## src/rtl/cnt_sched_pkg.sv

```systemverilog
// -----------------------------------------------------------------------------
// cnt_sched_pkg
//
// Purpose:
//   Shared definitions for the cnt_sched round-robin interval scheduler:
//   - the scheduler state enum (2-bit encoding)
//   - limits on the number of requesters and the matching pointer width
//   - a one-hot helper used to build grant and done vectors from an index
//
// Ports:
//   (package, no ports)
// -----------------------------------------------------------------------------
package cnt_sched_pkg;

    // Largest requester count the scheduler supports, and the pointer width
    // needed to address it. Instances use $clog2(N) bits of pointer and take
    // the low N bits of any one-hot vector built here.
    localparam int CNT_SCHED_MAX_N     = 16;
    localparam int CNT_SCHED_PTR_W_MAX = $clog2(CNT_SCHED_MAX_N);

    // Scheduler phases: waiting for a request, timing a slot, and the single
    // completion cycle that separates slots.
    typedef enum logic [1:0] {
        IDLE  = 2'd0,
        COUNT = 2'd1,
        DONE  = 2'd2
    } state_e;

    // One-hot vector with bit idx set. The result is sized for the largest
    // supported requester count, so callers cast it down to their own N.
    function automatic logic [CNT_SCHED_MAX_N-1:0] onehot(
        input logic [CNT_SCHED_PTR_W_MAX-1:0] idx
    );
        logic [CNT_SCHED_MAX_N-1:0] vec;
        vec      = '0;
        vec[idx] = 1'b1;
        return vec;
    endfunction

endpackage

```

## src/rtl/cnt_sched_rr_pick.sv

```systemverilog
// -----------------------------------------------------------------------------
// rr_pick
//
// Purpose:
//   Combinational round-robin picker. It scans the requesters starting just
//   after the most recently serviced one and wraps at N, reporting the first
//   active request. The wrap is done by subtraction rather than by truncating
//   the pointer, so N does not need to be a power of two.
//
// Ports:
//   req    in   N       per-requester request level
//   last   in   PTR_W   index of the most recently serviced requester
//   valid  out  1       at least one request is active
//   index  out  PTR_W   chosen requester (0 when valid is low)
// -----------------------------------------------------------------------------
module rr_pick #(
    parameter int N     = 4,
    parameter int PTR_W = $clog2(N)
) (
    input  logic [N-1:0]     req,
    input  logic [PTR_W-1:0] last,
    output logic             valid,
    output logic [PTR_W-1:0] index
);

    int cand;

    // Priority starts at last+1 and runs all the way around to last itself.
    // When the previous owner is the only requester it therefore wins again.
    // The first hit is kept and later hits are ignored.
    always_comb begin
        valid = 1'b0;
        index = '0;
        cand  = 0;
        for (int k = 1; k <= N; k++) begin
            cand = int'(last) + k;
            if (cand >= N) begin
                cand = cand - N;
            end
            if (!valid && req[cand[PTR_W-1:0]]) begin
                valid = 1'b1;
                index = PTR_W'(cand);
            end
        end
    end

endmodule

```

## src/rtl/cnt_sched.sv

```systemverilog
// -----------------------------------------------------------------------------
// cnt_sched
//
// Purpose:
//   Round-robin scheduler that shares one up-counting interval counter among
//   N requesters. The winner of the arbitration owns the counter for dlat
//   cycles, where dlat is its latched duration (0 is treated as 1). The
//   scheduler then pulses that requester's done bit for one cycle and spends
//   one idle cycle before it grants the counter again.
//
// Optional feature (macro CNT_SCHED_ABORT_EN):
//   When the macro is defined and the owner drops its request while its slot
//   is being timed, the slot ends on the next cycle without a done pulse. The
//   owner still counts as serviced, so the round-robin pointer moves past it.
//   When the macro is undefined, the owner's request is ignored once it has
//   been granted.
//
// Ports:
//   clk    in   1     system clock, all state updates on posedge
//   rst    in   1     synchronous active-high reset
//   req    in   N     per-requester request level
//   dur    in   N*W   per-requester duration, requester i at [i*W +: W]
//   grant  out  N     one-hot current owner of the counter, zero when free
//   done   out  N     one-cycle completion pulse to the serviced requester
//   busy   out  1     high while a slot is being timed or completed
//   cnt    out  W     current value of the shared counter
// -----------------------------------------------------------------------------
module cnt_sched
    import cnt_sched_pkg::*;
#(
    parameter int N = 4,
    parameter int W = 8
) (
    input  logic           clk,
    input  logic           rst,
    input  logic [N-1:0]   req,
    input  logic [N*W-1:0] dur,
    output logic [N-1:0]   grant,
    output logic [N-1:0]   done,
    output logic           busy,
    output logic [W-1:0]   cnt
);

    localparam int PTR_W = $clog2(N);

    state_e           state_q, state_d;
    logic [N-1:0]     grant_q, grant_d;
    logic [N-1:0]     done_q,  done_d;
    logic             busy_q,  busy_d;
    logic [W-1:0]     cnt_q,   cnt_d;
    logic [W-1:0]     dlat_q,  dlat_d;
    logic [PTR_W-1:0] last_q,  last_d;
    logic [PTR_W-1:0] owner_q, owner_d;

    logic             pick_valid;
    logic [PTR_W-1:0] pick_idx;
    logic [W-1:0]     pick_dur;

    rr_pick #(
        .N     (N),
        .PTR_W (PTR_W)
    ) u_rr_pick (
        .req   (req),
        .last  (last_q),
        .valid (pick_valid),
        .index (pick_idx)
    );

    // Select the winner's duration with constant part-select bases. This
    // avoids a variable-width index into the packed duration bus.
    always_comb begin
        pick_dur = '0;
        for (int i = 0; i < N; i++) begin
            if (pick_idx == PTR_W'(i)) begin
                pick_dur = dur[i*W +: W];
            end
        end
    end

    // Next-state logic for the scheduler.
    // IDLE grants to the picker's winner and latches its duration.
    // COUNT times the slot, ending when cnt reaches dlat-1 so that grant is
    // high for exactly dlat cycles.
    // DONE carries the one-cycle pulse and records the owner as last. This
    // makes the next arbitration, one idle cycle later, start just past it.
    always_comb begin
        state_d = state_q;
        grant_d = grant_q;
        done_d  = '0;
        busy_d  = busy_q;
        cnt_d   = cnt_q;
        dlat_d  = dlat_q;
        last_d  = last_q;
        owner_d = owner_q;

        case (state_q)
            IDLE: begin
                grant_d = '0;
                busy_d  = 1'b0;
                cnt_d   = '0;
                if (pick_valid) begin
                    state_d = COUNT;
                    grant_d = N'(onehot(CNT_SCHED_PTR_W_MAX'(pick_idx)));
                    busy_d  = 1'b1;
                    owner_d = pick_idx;
                    dlat_d  = (pick_dur == '0) ? W'(1) : pick_dur;
                end
            end

            COUNT: begin
`ifdef CNT_SCHED_ABORT_EN
                // A dropped owner request outranks the terminal count. The
                // owner is still recorded as serviced.
                if (!req[owner_q]) begin
                    state_d = IDLE;
                    grant_d = '0;
                    busy_d  = 1'b0;
                    cnt_d   = '0;
                    last_d  = owner_q;
                end else
`endif
                if (cnt_q == dlat_q - W'(1)) begin
                    state_d = DONE;
                    grant_d = '0;
                    done_d  = N'(onehot(CNT_SCHED_PTR_W_MAX'(owner_q)));
                    busy_d  = 1'b1;
                    cnt_d   = '0;
                end else begin
                    cnt_d = cnt_q + W'(1);
                end
            end

            DONE: begin
                state_d = IDLE;
                grant_d = '0;
                busy_d  = 1'b0;
                cnt_d   = '0;
                last_d  = owner_q;
            end

            default: begin
                state_d = IDLE;
                grant_d = '0;
                busy_d  = 1'b0;
                cnt_d   = '0;
            end
        endcase
    end

    // Every piece of scheduler state and every output is registered here.
    // Reset wins over everything else and abandons any slot in flight without
    // a done pulse. last resets to N-1 so requester 0 is first in line.
    always_ff @(posedge clk) begin
        if (rst) begin
            state_q <= IDLE;
            grant_q <= '0;
            done_q  <= '0;
            busy_q  <= 1'b0;
            cnt_q   <= '0;
            dlat_q  <= W'(1);
            last_q  <= PTR_W'(N - 1);
            owner_q <= '0;
        end else begin
            state_q <= state_d;
            grant_q <= grant_d;
            done_q  <= done_d;
            busy_q  <= busy_d;
            cnt_q   <= cnt_d;
            dlat_q  <= dlat_d;
            last_q  <= last_d;
            owner_q <= owner_d;
        end
    end

    assign grant = grant_q;
    assign done  = done_q;
    assign busy  = busy_q;
    assign cnt   = cnt_q;

endmodule

```

## config.mk

```make
export PLATFORM = sky130hd
export DESIGN_NAME = cnt_sched
export DESIGN_NICKNAME = d
export VERILOG_FILES = /design/src/rtl/cnt_sched_pkg.sv /design/src/rtl/cnt_sched_rr_pick.sv /design/src/rtl/cnt_sched.sv
export SDC_FILE = /design/constraint.sdc
export NUM_CORES = 1
export LEC_CHECK = 0
export ABC_AREA = 1
export CORE_MARGIN = 3
export CORE_UTILIZATION = 40
export DETAILED_ROUTE_END_ITERATION = 8
export PLACE_DENSITY = 0.69
export REMOVE_ABC_BUFFERS = 1
export SYNTH_ARGS = -nofsm -noshare
export SYNTH_HDL_FRONTEND = slang
export SYNTH_SLANG_ARGS = --single-unit
```

## constraint.sdc

```tcl
create_clock -name clk -period 2.71 [get_ports clk]
set_clock_uncertainty 0.15 [all_clocks]
set_input_delay 0.4065 -clock clk [delete_from_list [all_inputs] [get_ports clk]]
set_output_delay 0.4065 -clock clk [all_outputs]
set_load 0.03 [all_outputs]
```

; After elaboration in Yosys (flattened, before gate mapping)
; Cells that the tools add are included.
[word_totals]
output_inout_bits = 17
reg_bits = 31
inputBits = 38
[classes]
mux = 38
addsub = 10
n_bitwise = 2
n_eq_ne = 8
reduce_logical = 15
n_lt_le_gt_ge = 12
[op_table]
columns = op, n
row1 = 8-bit two-way mux, 5
row2 = 2-bit two-way mux, 10
row3 = 2-bit by 3-bit less-than comparator with 1-bit output (second input constant), 4
row4 = 1-bit two-way mux, 12
row5 = 2-bit by 5-bit less-than comparator with 1-bit output (second input constant), 2
row6 = 3-bit greater-or-equal comparator (second input constant), 3
row7 = 8-bit by 1-bit adder with 8-bit output (second input constant), 1
row8 = 1-bit binary-select mux with 2-bit select, 4
row9 = 8-bit equality test, 1
row10 = 8-bit logical NOT, 1
row11 = 4-bit two-way mux, 2
row12 = 4-bit one-hot mux with 2 select lines, 1
row13 = 2-bit by 1-bit subtractor with 2-bit output (second input constant), 4
row14 = 8-bit by 1-bit subtractor with 8-bit output (second input constant), 1
row15 = 2-bit by 2-bit adder with 3-bit output (second input constant), 2
row16 = 2-bit equality test (second input constant), 3
row17 = 3-bit OR reduction, 2
row18 = 1-bit logical AND, 5
row19 = 2-bit by 3-bit adder with 4-bit output (second input constant), 1
row20 = 1-bit demux with 2-bit select, 2
row21 = 2-bit by 1-bit equality test with 1-bit output (second input constant), 2
row22 = 2-bit by 1-bit greater-or-equal comparator with 1-bit output (second input constant), 2
row23 = 4-bit by 3-bit greater-or-equal comparator with 1-bit output (second input constant), 1
row24 = 2-bit logical NOT, 2
row25 = 7 further kinds, 12

; Logic depth before layout (Yosys ltp)
; Gate-level depths: netlist of the first run.
[logic_depth]
depth_word = 22
ltp_mapped = 20

; Modules after synthesis
; From an unflattened synthesis of the first run, not the netlist that was laid out.
[hier_totals]
cells_unflattened = 303
hier_area_um2 = 1959.4
[modules_own_cells]
columns = mod, n_inst, area_each_um2, seq_area_each_um2, cells_per_inst
row1 = cnt_sched, 1, 1669.1, 620.6, 254
row2 = rr_pick, 1, 290.3, 0.0, 49

; Worst setup path before layout of the first run
; Ideal clock, no wire load.
[synth_timing]
kind = register to register
startpoint = register dlat_q[0]
endpoint = register cnt_q[2], in the netlist cnt[2]
stages_incl_launch_ff = 13
t_arrival_ps = 1760
required_ps = 2480
n_path_buf = 0
period_less_slack_ps = 1990
slack_ps = 720
path_cell_list = dfxtp_1 -> inv_1 -> ha_1 -> nand2_1 -> or3_1 -> nand2_1 -> xor2_1 -> nor2_1 -> nand4_1 -> nand2_1 -> inv_1 -> nand2_1 -> nor3b_1
[synth_via]
elab_chain_len = 3
[synth_rtl]
columns = item, line_no
row1 = start: declaration, cnt_sched.sv:51  ; logic [W-1:0] dlat_q, dlat_d;
row2 = start signal: assignment, cnt_sched.sv:169  ; dlat_q <= dlat_d;
row3 = 8-bit by 1-bit subtractor with 8-bit output, cnt_sched.sv:122  ; if (cnt_q == dlat_q - W'(1)) begin
row4 = 8-bit equality test, cnt_sched.sv:122
row5 = 3-bit OR reduction (no line), --
row6 = end signal: assignment, cnt_sched.sv:168  ; cnt_q <= cnt_d;
row7 = end: declaration, cnt_sched.sv:50  ; logic [W-1:0] cnt_q, cnt_d;
; No other way between the ends.
; A chain may end at the register's enable or synchronous reset.

; Worst setup path in the final report of the first run
[layout_timing]
startpoint = register last_q[0]
endpoint = register dlat_q[0]
[layout_via]
elab_chain_len = 22
[layout_rtl]
columns = item, line_no
row1 = start: declaration, cnt_sched.sv:52  ; logic [PTR_W-1:0] last_q, last_d;
row2 = start signal: assignment, cnt_sched.sv:161  ; last_q <= PTR_W'(N - 1);
row3 = start signal: assignment, cnt_sched.sv:170  ; last_q <= last_d;
row4 = 2-bit by 1-bit adder with 3-bit output, cnt_sched_rr_pick.sv:36  ; cand = int'(last) + k;
row5 = 3-bit greater-or-equal comparator or 2-bit by 1-bit subtractor with 2-bit output (tied branches), "cnt_sched_rr_pick.sv:37, cnt_sched_rr_pick.sv:38"
row6 = 2-bit two-way mux, cnt_sched_rr_pick.sv:37  ; if (cand >= N) begin
row7 = 1-bit binary-select mux with 2-bit select, cnt_sched_rr_pick.sv:40  ; if (!valid && req[cand[PTR_W-1:0]]) begin
row8 = 1-bit two-way mux (implied by the code), cnt_sched_rr_pick.sv:40
row9 = 1-bit two-way mux, cnt_sched_rr_pick.sv:40
row10 = 1-bit logical NOT, cnt_sched_rr_pick.sv:40
row11 = 1-bit logical AND, cnt_sched_rr_pick.sv:40
row12 = [3 not listed], --
row13 = 1-bit two-way mux, cnt_sched_rr_pick.sv:40
row14 = 1-bit logical NOT, cnt_sched_rr_pick.sv:40
row15 = 1-bit logical AND, cnt_sched_rr_pick.sv:40
row16 = 2-bit two-way mux, cnt_sched_rr_pick.sv:40
row17 = 2-bit logical NOT, cnt_sched.sv:74  ; if (pick_idx == PTR_W'(i)) begin
row18 = 8-bit two-way mux (4 in series), cnt_sched.sv:74
row19 = 8-bit logical NOT, cnt_sched.sv:106  ; dlat_d = (pick_dur == '0) ? W'(1) : pick_dur;
row20 = 8-bit two-way mux, cnt_sched.sv:106
; Several ways; a longest one is shown, not always the timed one. The select of a mux whose other input is x is not followed.

==> results.json, run 1 <==
{
  "grt_antenna_before_repair": 0,
  "cts_max_path_buffers": 2,
  "hpwl_um": 3610,
  "max-slew-margin-rel": 0.712,
  "synth.avg_cell_area_um2": 6.94,
  "setup_viol": 0,
  "cts_root_buf": "sky130_fd_sc_hd__clkbuf_8",
  "postPlaceCellArea_um2": 2560,
  "switching_share": 0.414,
  "total_die_area_um2": 5780,
  "crit-reg2reg-launch": "last_q[0]",
  "final_layout_size_suffix_gt1_frac": 0.149,
  "switching_power_w": 0.000915,
  "netlist-cell-type-count": 30,
  "postSynthCellCount": 283,
  "clkSinkCount": 31,
  "synth_largest_area_cell": "sky130_fd_sc_hd__dfxtp_1",
  "dieHeight_um": 76.1,
  "biggest_area_contributors_in_the_synthesized_netlist": "sky130_fd_sc_hd__dfxtp_1 32%, sky130_fd_sc_hd__nand2_1 12%, sky130_fd_sc_hd__nand2_2 6.4%, sky130_fd_sc_hd__nor2_1 6.1%, sky130_fd_sc_hd__nand3_1 5.9%",
  "critical_path_end_type": "flip-flop",
  "pwr-share-seq": 0.301,
  "layout_worst_path_cycle_share": 0.896,
  "fillers": 464,
  "dr_wl_met2_um": 2170,
  "synth-seq-area-share": 0.316,
  "drt-total-wl_um": 4540,
  "r2r_cells": 18,
  "cts_htree_levels": 2,
  "syn-cell-area_um2": 1960,
  "core_area_um2": 4530,
  "worst_pin_slew_ns": 0.431,
  "comb_power_share": 0.488,
  "max_cap_violations": 0,
  "grt_util_all_layers": 0.162,
  "place.port_buffers": 54,
  "routed-wl-met3_um": 196,
  "drcViolationCount": 0,
  "crit_fanout": 11,
  "timing.final.crit_period_ns": 2.43,
  "clockPowerShare": 0.211,
  "r2r_setup_slack_ns": 0.28,
  "placement_rows": 24,
  "numCtsBuffers": 5,
  "route.vias.total": 1905,
  "grt_pass1_wl_um": 7900,
  "cts_hold_buffers": 0,
  "tns_ns": 0,
  "final-hold-violation-count": 0,
  "design.portCount": 55,
  "hold_path_class": "flip-flop to flip-flop",
  "yosys_warnings": 0,
  "wire_per_inst_um": 11.2,
  "postSynthRegisterBits": 31,
  "clkLatencyLatePin_ns": 0.28,
  "synth_largest_type_area_fraction": 0.316,
  "clk_pin_slew_ns": 0.07,
  "power.leakage_nw": 1.20,
  "grt_setup_unrepaired": "no",
  "cts_tree": "done",
  "gp_congestion": 0.842,
  "slew_violations": 0,
  "fin_nets": 381,
  "dr.max_layer_used": "met4",
  "worst_hold_startpoint": "grant[3]",
  "insertedDiodeCount": 0,
  "initial_utilization": 0.433,
  "postCtsSetupBuffers": 0,
  "holdPathStages": 2,
  "outcome": "complete, no violations",
  "final_area_um2": 2680,
  "largest_net_degree_at_the_start_of_global_routing": 14,
  "post_layout_power_w": 0.00221,
  "antenna_nets_post_route": 0,
  "holdPathEnd": "grant[3]",
  "fmax_mhz": 412,
  "first_global_vias": 1728,
  "worst_ep_required_ns": 2.79,
  "timing.rr.end": "dlat_q[0]",
  "wl_met1_um": 2160,
  "dr.pass1.iters": 4,
  "grt_overflow_total": 0,
  "power-per-cell-area_nw_per_um2": 826,
  "post_cts_resize_count": 0,
  "detailedRoute.firstIterationViolations": 67,
  "max-vdd-ir-drop_mv": 0.367,
  "criticalPathCategory": "flip-flop to flip-flop",
  "die_x_um": 76.1,
  "worst-endpoint-arrival_ns": 2.51,
  "vias_per_cell": 4.68,
  "p_int_w": 0.00130,
  "syn_to_final_growth_pct": 36.4,
  "startpoint_type_of_the_worst_setup_path": "flip-flop"
}
[power groups by stage]
stage / Sequential, W / Combinational (W) / Clock, W
2_1_floorplan: 0.000716 / 0.000711 / 0
3_3_place_gp: 0.000674 / 0.00107 / 0
3_5_place_dp: 0.000674 / 0.00108 / 0
4_1_cts: 0.000666 / 0.00109 / 0.000476
5_1_grt: 0.000681 / 0.00122 / 0.000496
6_report: 0.000665 / 0.00108 / 0.000467
[worst max-delay path, cell delays in order (launching register included)]
cell and delay [ns]:
sky130_fd_sc_hd__dfxtp_1 0.58, sky130_fd_sc_hd__inv_8 0.10, sky130_fd_sc_hd__nand2_2 0.08, sky130_fd_sc_hd__nand2_2 0.06
sky130_fd_sc_hd__nand2_2 0.10, sky130_fd_sc_hd__nand2_2 0.07, sky130_fd_sc_hd__nor2_2 0.12, sky130_fd_sc_hd__nand3_2 0.12
sky130_fd_sc_hd__nand2_4 0.15, sky130_fd_sc_hd__nand2_4 0.13, sky130_fd_sc_hd__nand2_4 0.13, sky130_fd_sc_hd__inv_2 0.06
sky130_fd_sc_hd__nand2_1 0.06, sky130_fd_sc_hd__nand2_1 0.06, sky130_fd_sc_hd__nor2_2 0.15, sky130_fd_sc_hd__nand2_1 0.07
sky130_fd_sc_hd__nor2_1 0.09, sky130_fd_sc_hd__nand2_1 0.06, sky130_fd_sc_hd__nand2_1 0.05
[cell families after synthesis]
logic type	count (synthesis)	share of synthesized area
XOR/XNOR	16	0.0714
buffers and inverters	39	0.0911
AND/OR/NAND/NOR	172	0.443
adder cells (fa/ha/maj)	2	0.0127
AO/OA/AOI/OAI	23	0.0657
flip-flops	31	0.316
[flip-flops by register name, indices dropped and copies added, names as in the netlist]
| register | flops |
|---|---|
| state_q | 2 |
| owner_q | 2 |
| busy | 1 |
| dlat_q | 8 |
| done | 4 |
| last_q | 2 |
| grant | 4 |
| cnt | 8 |
[worst max path at each step]
stage / startpoint / end / depth (start not counted)
global placement: req[3] / dlat_q[0] / 18
global route: last_q[0] / dlat_q[0] / 18
detailed placement: req[3] / dlat_q[0] / 18
floorplan: last_q[0] / dlat_q[0] / 15
finish: last_q[0] / dlat_q[0] / 18
CTS: last_q[0] / dlat_q[0] / 18
[cells in the final DEF (no fill, tap or decap), types with 5 or more instances in the layout]
master and instances:
sky130_fd_sc_hd__a21oi_1 9, sky130_fd_sc_hd__xor2_1 10, sky130_fd_sc_hd__nor2_2 6, sky130_fd_sc_hd__xnor2_1 6, sky130_fd_sc_hd__nand4_1 13, sky130_fd_sc_hd__clkbuf_8 6
sky130_fd_sc_hd__nor2_1 32, sky130_fd_sc_hd__dfxtp_1 31, sky130_fd_sc_hd__nand2_2 20, sky130_fd_sc_hd__o21ai_0 8, sky130_fd_sc_hd__inv_1 28, sky130_fd_sc_hd__nand2_1 61
sky130_fd_sc_hd__clkdlybuf4s50_1 54, sky130_fd_sc_hd__o211ai_1 5, sky130_fd_sc_hd__nand3_1 23
[synth_stat cells]
master and count:
sky130_fd_sc_hd__nor2_2 6, sky130_fd_sc_hd__clkinv_1 1, sky130_fd_sc_hd__inv_1 28, sky130_fd_sc_hd__dfxtp_1 31, sky130_fd_sc_hd__or3_1 1, sky130_fd_sc_hd__nor2_1 32
sky130_fd_sc_hd__xor2_1 10, sky130_fd_sc_hd__nand4_1 13, sky130_fd_sc_hd__o211ai_1 5, sky130_fd_sc_hd__xnor2_1 6, sky130_fd_sc_hd__nor3_1 4, sky130_fd_sc_hd__nand3_2 2
sky130_fd_sc_hd__nor3b_1 2, sky130_fd_sc_hd__inv_2 3, sky130_fd_sc_hd__buf_2 2, sky130_fd_sc_hd__nor2_8 1, sky130_fd_sc_hd__a31oi_1 1, sky130_fd_sc_hd__nand2_1 61
sky130_fd_sc_hd__nand3_4 1, sky130_fd_sc_hd__nand2_4 4, sky130_fd_sc_hd__nand3_1 23, sky130_fd_sc_hd__inv_8 1, sky130_fd_sc_hd__a21oi_1 9, sky130_fd_sc_hd__nand2_2 20
sky130_fd_sc_hd__or2_2 1, sky130_fd_sc_hd__clkbuf_1 1, sky130_fd_sc_hd__nor2_4 1, sky130_fd_sc_hd__o21ai_0 8, sky130_fd_sc_hd__ha_1 2, sky130_fd_sc_hd__buf_6 3
[area by class of cell]
class,count,area (µm²),area share
clock inverters,2,35.0,0.0131
multi-input cells,213,1160,0.435
inverters,33,131,0.0491
clock buffers,6,82.6,0.0308
repair buffers,57,563,0.210
flip-flops and latches,31,621,0.232
well taps,65,81.3,0.0304
[routing by layer]
| metal | global-route usage | vias up |
|---|---|---|
| li1 | - | 1023 |
| met1 | 0.217 | 842 |
| met2 | 0.263 | 36 |
| met3 | 0.0461 | 4 |
| met4 | 0.0272 | 0 |
| met5 | 0 | - |
[stage by stage]
step | cells | util | hold WS, ns | setup slack (ns)
after floorplan | 277 | - | 0.273 | 0.578
after global placement | 399 | 0.565 | 0.300 | 0.0918
after detailed placement | 399 | 0.565 | 0.306 | 0.0663
after CTS | 407 | 0.591 | 0.315 | 0.272
after global routing | 407 | 0.591 | 0.339 | 0.0153
final | 407 | 0.591 | 0.313 | 0.283
Power figures use the tool's default switching activity.
==> inputs of run 2 (changes only) <==
- CORE_MARGIN: 3 -> 5
==> run 2 against run 1 <==
Critical path depth is 6 lower; first-iteration DRC count is 16% lower; worst hold slack worse by 0.0036 ns; global-route usage is 1.4 points lower; sequential share of layout area is 0.17 points higher; highest routed layer unchanged; power is 5.5% lower; non-clock buffer count is 1 higher; sequential cell count stayed put; register-to-register slack better by 0.08 ns; sequential power hardly changed; fmax is 3.4% higher.
==> results.json, run 2 (same netlist as run 1, synthesis figures left out) <==
{
  "grt_util_all_layers": 0.148,
  "insertedDiodeCount": 0,
  "vias_per_cell": 4.78,
  "worst_path_most_repeated_cell": "sky130_fd_sc_hd__nand2_1",
  "fin_nets": 382,
  "worst_ep_required_ns": 2.76,
  "cp_slowest_stage_delay_ns": 0.32,
  "clkLatencyLatePin_ns": 0.28,
  "post_layout_power_w": 0.00209,
  "dieHeight_um": 80.1,
  "holdPathEnd": "grant[0]",
  "die_x_um": 80.1,
  "r2r_setup_slack_ns": 0.36,
  "crit_fanout": 9,
  "cts_max_path_buffers": 2,
  "dr.pass1.iters": 4,
  "core_area_um2": 4750,
  "timing.critical_path.cells": "inv_1, ha_1, nand2_1, or3_1, nand2_1, xor2_1, nor2_1, nand4_1, nand2_1, inv_1, nand2_1, nor3b_1",
  "post_layout_nonfiller_instances": 409,
  "placed_cells": 402,
  "cts_tree": "done",
  "drcViolationCount": 0,
  "grt_pass1_wl_um": 7690,
  "cpMaxStageDelayCell": "sky130_fd_sc_hd__dfxtp_1",
  "layout.cells.most_common": "sky130_fd_sc_hd__nand2_1",
  "post_cts_resize_count": 0,
  "placement_rows": 25,
  "fillers": 484,
  "power-per-cell-area_nw_per_um2": 786,
  "r2r_cells": 12,
  "hpwl_um": 3600,
  "critical_path_end_type": "flip-flop",
  "fmax_mhz": 426,
  "grt_antenna_before_repair": 0,
  "tns_ns": 0,
  "max-vdd-ir-drop_mv": 0.397,
  "design.portCount": 55,
  "cts_htree_levels": 2,
  "cts_root_buf": "sky130_fd_sc_hd__clkbuf_8",
  "initial_utilization": 0.413,
  "route.vias.total": 1954,
  "max-slew-margin-rel": 0.728,
  "clkSinkCount": 31,
  "power.leakage_nw": 1.19,
  "grt_overflow_total": 0,
  "largest_net_degree_at_the_start_of_global_routing": 14,
  "place.port_buffers": 54,
  "numCtsBuffers": 5,
  "clk_pin_slew_ns": 0.06,
  "outcome": "complete, no violations",
  "drt-total-wl_um": 4450,
  "total_die_area_um2": 6410,
  "detailedRoute.firstIterationViolations": 56,
  "slew_violations": 0,
  "postCtsSetupBuffers": 0,
  "grt_setup_unrepaired": "no",
  "critical_path.top_delay_family": "simple AND/OR/NAND/NOR gates",
  "final_layout_size_suffix_gt1_frac": 0.149,
  "worst_hold_startpoint": "grant[0]",
  "final-hold-violation-count": 0,
  "setup_viol": 0,
  "max_cap_violations": 0,
  "startpoint_type_of_the_worst_setup_path": "flip-flop",
  "holdPathStages": 2,
  "highest_count_cells_in_the_layout_ignoring_fill_and_taps": "61 x sky130_fd_sc_hd__nand2_1, 54 x sky130_fd_sc_hd__clkdlybuf4s50_1, 32 x sky130_fd_sc_hd__nor2_1",
  "gp_congestion": 0.854,
  "whs_ns": 0.309,
  "criticalPathCategory": "flip-flop to flip-flop",
  "final_area_um2": 2660,
  "critical_path.n_buffers_inverters": 2,
  "layout_worst_path_cycle_share": 0.866,
  "first_global_vias": 1815,
  "wire_per_inst_um": 10.9,
  "crit-reg2reg-launch": "dlat_q[0]",
  "worstSetupPathDepth": 12,
  "hold_path_class": "flip-flop to flip-flop",
  "syn_to_final_growth_pct": 35.4,
  "worst-endpoint-arrival_ns": 2.40,
  "antenna_nets_post_route": 0,
  "timing.final.crit_period_ns": 2.35,
  "cts_hold_buffers": 0,
  "worst_pin_slew_ns": 0.408,
  "timing.rr.end": "cnt[2]",
  "postPlaceCellArea_um2": 2570
}
run 2: layout make-up:
| cell class | instances | area [µm²] | share of cell area |
|---|---|---|---|
| Multi-Input combinational cell | 213 | 1160 | 0.438 |
| Sequential cell | 31 | 621 | 0.234 |
| Timing Repair Buffer | 58 | 571 | 0.215 |
| Inverter | 33 | 131 | 0.0494 |
| Tap cell | 67 | 83.8 | 0.0315 |
| Clock buffer | 6 | 82.6 | 0.0311 |
| Clock inverter | 1 | 5.00 | 0.00188 |
run 2: worst max path at each step:
stage	slack [ns]	start	endpoint
after floorplan	0.58	last_q[0]	dlat_q[0]
after global placement	0.14	req[3]	dlat_q[0]
after detailed placement	0.11	req[3]	dlat_q[0]
after CTS	0.34	dlat_q[0]	cnt[4]
after global routing	0.1	last_q[0]	dlat_q[0]
final	0.36	dlat_q[0]	cnt[2]
run 2: stage by stage:
stage                     setup slack (ns)  utilization
after CTS                            0.339        0.559
after floorplan                      0.578            -
after global routing                0.0951        0.559
after global placement               0.136        0.541
after detailed placement             0.108        0.541
final                                0.364        0.559
run 2: routing by layer:
| metal | global-route usage | vias to the layer above | part of all wire |
|---|---|---|---|
| li1 | - | 1026 | - |
| met3 | 0.0325 | 13 | 0.038 |
| met5 | 0 | - | 0 |
| met2 | 0.239 | 41 | 0.46 |
| met4 | 0.0625 | 0 | 0.026 |
| met1 | 0.189 | 874 | 0.47 |
run 2: worst register-to-register path: stages, from the launching register on:
cell and delay, ns:
sky130_fd_sc_hd__dfxtp_1 0.32, sky130_fd_sc_hd__inv_1 0.12, sky130_fd_sc_hd__ha_1 0.21, sky130_fd_sc_hd__nand2_1 0.07, sky130_fd_sc_hd__or3_1 0.32, sky130_fd_sc_hd__nand2_1 0.09
sky130_fd_sc_hd__xor2_1 0.15, sky130_fd_sc_hd__nor2_1 0.06, sky130_fd_sc_hd__nand4_1 0.11, sky130_fd_sc_hd__nand2_1 0.06, sky130_fd_sc_hd__inv_1 0.15, sky130_fd_sc_hd__nand2_1 0.23
sky130_fd_sc_hd__nor3b_1 0.23
run 2: power by group:
part | switching (W) | internal [W]
logic | 0.000639 | 0.000431
clock network | 0.000158 | 0.000199
registers | 0.0000970 | 0.000566
total | 0.000893 | 0.00120
